===== config.mk =====
export PLATFORM = sky130hd
export DESIGN_NAME = hazard_scoreboard
export DESIGN_NICKNAME = d
export VERILOG_FILES = /design/src/rtl/hazard_scoreboard.sv
export SDC_FILE = /design/constraint.sdc
export NUM_CORES = 1
export LEC_CHECK = 0
export CORE_MARGIN = 4
export CORE_UTILIZATION = 31
export CTS_CLUSTER_DIAMETER = 100
export CTS_CLUSTER_SIZE = 28
export DETAILED_ROUTE_END_ITERATION = 8
export DONT_BUFFER_PORTS = 1
export SLEW_MARGIN = 30
export SYNTH_ARGS = -nofsm -noshare
export SYNTH_HDL_FRONTEND = slang
export SYNTH_SLANG_ARGS = --single-unit

===== constraint.sdc =====
create_clock -name clk -period 5.3 [get_ports clk]
set_input_delay 0.795 -clock clk [delete_from_list [all_inputs] [get_ports clk]]
set_output_delay 0.795 -clock clk [all_outputs]
set_load 0.01 [all_outputs]

===== src/rtl/hazard_scoreboard.sv =====
// ---------------------------------------------------------------------------
// hazard_scoreboard
//
// Hazard unit that sits beside the D stage of an in-order pipeline. It keeps
// a scoreboard of in-flight GPR writes (entry 0 = E, 1 = M, 2 = W, ...), each
// entry holding the time left until the result exists (Tnew). The unit also
// owns the multiply/divide busy counter and a stall watchdog. Decode hands in
// pre-decoded Tuse/Tnew/write information, so no opcode knowledge lives here.
//
// Ports:
//   clk            rising-edge clock
//   reset          asynchronous, active-low reset
//   flush          exception/eret flush of E and later stages
//   d_valid        D holds a real instruction
//   d_src_addr     packed source registers, operand i at [i*REG_AW +: REG_AW]
//   d_src_use      operand i is actually read
//   d_src_tuse     packed Tuse per operand (cycles from D until needed)
//   d_wr_en        D instruction writes the GRF
//   d_wr_addr      D destination register
//   d_tnew         Tnew of the D instruction on entry to E
//   d_md_op        any mult/div/mfhi/mflo/mthi/mtlo in D
//   d_md_start     mult/multu/div/divu in D
//   d_md_div       qualifies d_md_start as a divide
//   stall          freeze PC and F/D
//   e_flush        bubble into E (same as stall)
//   fwd_sel        3 bits per operand: 0 = GRF, k = result from stage k-1
//   md_busy        MDU counter nonzero
//   stall_timeout  sticky: stall held for STALL_LIMIT consecutive cycles
// ---------------------------------------------------------------------------
module hazard_scoreboard #(
    parameter int REG_AW      = 5,
    parameter int NUM_STAGES  = 3,
    parameter int NUM_SRC     = 2,
    parameter int TW          = 3,
    parameter int MULT_CYCLES = 5,
    parameter int DIV_CYCLES  = 10,
    parameter int STALL_LIMIT = 255
) (
    input  logic                      clk,
    input  logic                      reset,
    input  logic                      flush,
    input  logic                      d_valid,
    input  logic [NUM_SRC*REG_AW-1:0] d_src_addr,
    input  logic [NUM_SRC-1:0]        d_src_use,
    input  logic [NUM_SRC*TW-1:0]     d_src_tuse,
    input  logic                      d_wr_en,
    input  logic [REG_AW-1:0]         d_wr_addr,
    input  logic [TW-1:0]             d_tnew,
    input  logic                      d_md_op,
    input  logic                      d_md_start,
    input  logic                      d_md_div,
    output logic                      stall,
    output logic                      e_flush,
    output logic [NUM_SRC*3-1:0]      fwd_sel,
    output logic                      md_busy,
    output logic                      stall_timeout
);

    localparam int MD_MAX = (DIV_CYCLES > MULT_CYCLES) ? DIV_CYCLES : MULT_CYCLES;
    localparam int MDW    = $clog2(MD_MAX + 1);
    localparam int SCW    = $clog2(STALL_LIMIT + 1);

    // Scoreboard entries, index 0 is the youngest (E stage).
    logic [NUM_STAGES-1:0] ent_valid;
    logic [REG_AW-1:0]     ent_addr [NUM_STAGES];
    logic [TW-1:0]         ent_tnew [NUM_STAGES];

    logic [MDW-1:0]        md_cnt;
    logic [SCW-1:0]        stall_cnt;
    logic                  timeout_q;
    logic [NUM_SRC-1:0]    src_hazard;
    logic                  md_hazard;
    logic                  md_issue;

    // -----------------------------------------------------------------------
    // Per-operand match, forward select and hazard detection
    // -----------------------------------------------------------------------
    // Entries are scanned oldest to youngest so a younger match overwrites an
    // older one; the youngest writer is always the architecturally live value.
    // NOTE: every output of this block gets a default before the loops, so no
    // path leaves a bit unassigned and no latch is inferred.
    always_comb begin
        src_hazard = '0;
        fwd_sel    = '0;
        for (int i = 0; i < NUM_SRC; i++) begin
            for (int k = NUM_STAGES - 1; k >= 0; k--) begin
                if (ent_valid[k] && d_valid && d_src_use[i] &&
                    (d_src_addr[i*REG_AW +: REG_AW] != '0) &&
                    (ent_addr[k] == d_src_addr[i*REG_AW +: REG_AW])) begin
                    if (ent_tnew[k] == '0) begin
                        fwd_sel[i*3 +: 3] = 3'(k + 1);
                        src_hazard[i]     = 1'b0;
                    end else begin
                        // Result not ready yet: either stall now or let a
                        // later stage forward it once Tnew reaches zero.
                        fwd_sel[i*3 +: 3] = 3'd0;
                        src_hazard[i]     = (d_src_tuse[i*TW +: TW] < ent_tnew[k]);
                    end
                end
            end
        end
    end

    assign md_busy       = (md_cnt != '0);
    assign md_hazard     = d_valid & d_md_op & md_busy;
    assign stall         = (|src_hazard) | md_hazard;
    assign e_flush       = stall;
    assign md_issue      = d_valid & d_md_start & ~stall & ~flush;
    assign stall_timeout = timeout_q | (stall_cnt == SCW'(STALL_LIMIT));

    // -----------------------------------------------------------------------
    // State: scoreboard shift, MDU counter, stall watchdog
    // -----------------------------------------------------------------------
    // NOTE: all state here uses non-blocking assignments so every register
    // samples pre-edge values, which is what makes the shift register shift.
    always_ff @(posedge clk or negedge reset) begin
        if (!reset) begin
            // NOTE: the scoreboard is a handful of flops, not a RAM, so every
            // field is reset; only the valid bits matter functionally.
            ent_valid <= '0;
            for (int k = 0; k < NUM_STAGES; k++) begin
                ent_addr[k] <= '0;
                ent_tnew[k] <= '0;
            end
            md_cnt    <= '0;
            stall_cnt <= '0;
            timeout_q <= 1'b0;
        end else begin
            // Entry 0 takes the D instruction, or a bubble when stalled.
            ent_valid[0] <= d_valid & d_wr_en & ~stall & ~flush;
            ent_addr[0]  <= d_wr_addr;
            ent_tnew[0]  <= d_tnew;
            // Older stages always advance; the oldest entry simply drops off.
            for (int k = 1; k < NUM_STAGES; k++) begin
                ent_valid[k] <= ent_valid[k-1] & ~flush;
                ent_addr[k]  <= ent_addr[k-1];
                ent_tnew[k]  <= (ent_tnew[k-1] == '0) ? '0 : ent_tnew[k-1] - TW'(1);
            end

            // MDU busy counter; a flush does not cancel an issued operation.
            if (md_issue) begin
                md_cnt <= d_md_div ? MDW'(DIV_CYCLES) : MDW'(MULT_CYCLES);
            end else if (md_cnt != '0) begin
                md_cnt <= md_cnt - MDW'(1);
            end

            // Consecutive-stall watchdog.
            if (flush || !stall) begin
                stall_cnt <= '0;
            end else if (stall_cnt != SCW'(STALL_LIMIT)) begin
                stall_cnt <= stall_cnt + SCW'(1);
            end
            timeout_q <= timeout_q | (stall_cnt == SCW'(STALL_LIMIT));
        end
    end

endmodule


==> impl_metrics.json <==
{
  "grt_usage": 0.121,
  "ir_drop_v": 0.000169,
  "via_per_inst": 4.98,
  "critical_path_class": "in2out",
  "cp.buffers_inverters": 1,
  "ys_ff_latch": 40,
  "cts_setup_buffers": 0,
  "hold_buffers": 0,
  "gr-total-overflow": 0,
  "power_density_nw_per_um2": 293,
  "cts_made_buffers": 5,
  "p_int_mw": 0.545,
  "final_cell_mix": "dfrtp_1, xnor2_1, ha_1",
  "finalHoldViolCount": 0,
  "htreeDepth": 2,
  "netlist.area_leader.share": 0.425,
  "die_x_um": 95.1,
  "finalCritPeriodShare": 0.673,
  "crit_path_max_incr_delay_ps": 510,
  "grt_max_degree": 41,
  "insertion_delay_ps": 290,
  "relSlewSlack": 0.553,
  "core.rowCount": 31,
  "drc": 0,
  "area_delta_synth_final_pct": 8.08,
  "grt_pass1_vias": 1692,
  "tns_ps": 0,
  "leakage_nw": 1.08,
  "fmax_ghz": 0.281,
  "initial_core_util": 0.321,
  "cts_root_buf": "clkbuf_8",
  "p_comb_frac": 0.189,
  "finalWorstPathRequiredPeriod_ps": 3560,
  "crit_slowest_cell": "or4_1",
  "crit_path_end_kind": "output port",
  "dr.pass1.iters": 4,
  "syn_avg_cell_area_um2": 10.4,
  "clkTransAtPathRegs_ps": 80,
  "drt-initial-drc-count": 59,
  "ant_nets": 0,
  "dpl.hpwl_um": 4100,
  "tightest_slew_ps": 665,
  "post_drt_wl_per_cell_um": 15.5,
  "switching_power_mw": 0.199,
  "cp.arrival_ps": 2770,
  "die_y_um": 95.1,
  "synthTopCellsByArea": "dfrtp_1, xnor2_1, ha_1, xor2_1, nor3_1",
  "n_fill_cell": 707,
  "finalClockSkew_ps": 5.61,
  "crit_fanout": 10,
  "rsz0062_at_grt": "no",
  "ios": 44,
  "final_common_cell": "dfrtp_1",
  "slew_violations": 0,
  "synthArstFlopShare": 1.00,
  "dieArea_um2": 9050,
  "cp_cell_sequence": "or4_1 > o21ai_1 > o21bai_2 > and4b_4 > nor4_2 > and2_1 > inv_1",
  "antenna_found_initial": 0,
  "netlist_area_um2": 2350,
  "finalSetupViolCount": 0,
  "worstPathRequired_ps": 4510,
  "vias": 1634,
  "status": "finished clean",
  "place_congestion": 0.809,
  "synth.yosys.seq_area_share": 0.425,
  "syn_inst": 226,
  "post_cts_resized": 0,
  "min-delay-path-class": "in2async",
  "clockBufferDepth": 2,
  "yosysWarnings": 0,
  "hold_ws_ps": 192,
  "cp-start-kind": "primary input",
  "ys.flop_type": "dfrtp_1",
  "grt_first_pass_wirelength_um": 8400,
  "synth_edf_count": 0,
  "maxCapViolCount": 0,
  "critical-path-top-delay-family": "simple AND/OR/NAND/NOR gates",
  "regArea_um2": 1000,
  "switching_share": 0.268,
  "pwr-share-seq": 0.482,
  "nNetsFinal": 279,
  "final_layout_size_suffix_gt1_frac": 0.0961,
  "p_clk_frac": 0.329,
  "cts_tree": "yes",
  "port-buffer-count": 0,
  "core_area_um2": 7330,
  "antenna_cells": 0,
  "synth_top_cell_by_area": "dfrtp_1",
  "ys_types": 48,
  "cts.sinks": 40,
  "multi_input_area_um2": 1270,
  "finalPower_mw": 0.745,
  "wirelength_um": 5090
}
cell type report:
cell class | count | area share
Clock buffer | 6 | 0.0285
Tap cell | 99 | 0.0487
Multi-Input combinational cell | 169 | 0.498
Inverter | 12 | 0.0177
Clock inverter | 2 | 0.0138
Sequential cell | 40 | 0.394
registers in the layout (all words and copies together) (netlist names):
| register | flops |
|---|---|
| md_cnt | 4 |
| timeout_q | 1 |
| ent_valid | 3 |
| stall_cnt | 8 |
| ent_addr | 15 |
| ent_tnew | 9 |
worst paths after layout:
check | slack [ps] | endpoint | from | cells past startpoint
max in group asynchronous | 5020 | md_cnt[1]$_DFFE_PN0P_ | reset | 0
min in group clk | 440 | ent_addr[0]$_DFF_PN0_ | ent_addr[5]$_DFF_PN0_ | 0
worst max register to register | 2840 | stall_cnt[7]$_DFFE_PN0P_ | ent_addr[10]$_DFF_PN0_ | 7
worst min register to register | 440 | ent_addr[0]$_DFF_PN0_ | ent_addr[5]$_DFF_PN0_ | 0
worst min-delay path | 190 | ent_tnew[7]$_DFF_PN0_ | reset | 0
worst max-delay path | 1740 | e_flush | d_src_addr[5] | 7
logic make-up (layout without fill, tap and decap cells):
logic type / count (synthesis) / count (layout) / share of synthesized area
multiplexers: 5 / 5 / 0.0223
XOR/XNOR: 35 / 35 / 0.130
AO/OA/AOI/OAI: 29 / 29 / 0.0941
other: 1 / 2 / 0.00159
adder cells (fa/ha/maj): 17 / 17 / 0.0904
flip-flops: 40 / 40 / 0.425
buffers and inverters: 18 / 20 / 0.0383
AND/OR/NAND/NOR: 81 / 81 / 0.198
synthesized netlist by cell type, drive strengths merged, types with 2 or more instances:
library cell / instances
a211o: 2
mux2i: 3
buf: 4
o21bai: 2
inv: 12
nor2b: 3
and3: 3
xnor2: 25
nand2: 10
a21oi: 2
or3: 3
or4: 3
ha: 17
nand2b: 5
dfrtp: 40
nand3: 11
nor3: 13
mux2: 2
xor2: 10
o21ai: 10
o31ai: 3
nand4: 8
clkbuf: 2
nor4: 3
a21o: 4
nor2: 12
a2111oi: 2
power groups by stage:
stage	sequential (mW)	clock, mW	combinational (mW)
2_1_floorplan	0.358	0	0.127
3_3_place_gp	0.364	0	0.139
3_5_place_dp	0.365	0	0.143
4_1_cts	0.359	0.252	0.143
5_1_grt	0.363	0.268	0.166
6_report	0.359	0.245	0.141
per-stage QoR:
step	util	area, µm²	cells	setup WS (ps)
floorplan	-	2360	227	1860
global placement	0.332	2440	320	1730
detailed placement	0.332	2440	320	1720
CTS	0.347	2540	328	1720
global route	0.347	2540	328	1540
finish	0.347	2540	328	1740
routing by layer:
| metal | share of wire | track usage |
|---|---|---|
| met2 | 0.44 | 0.181 |
| met4 | 0.029 | 0.0445 |
| met5 | 0 | 0 |
| met1 | 0.45 | 0.159 |
| met3 | 0.083 | 0.0474 |
Power figures use the tool's default switching activity.
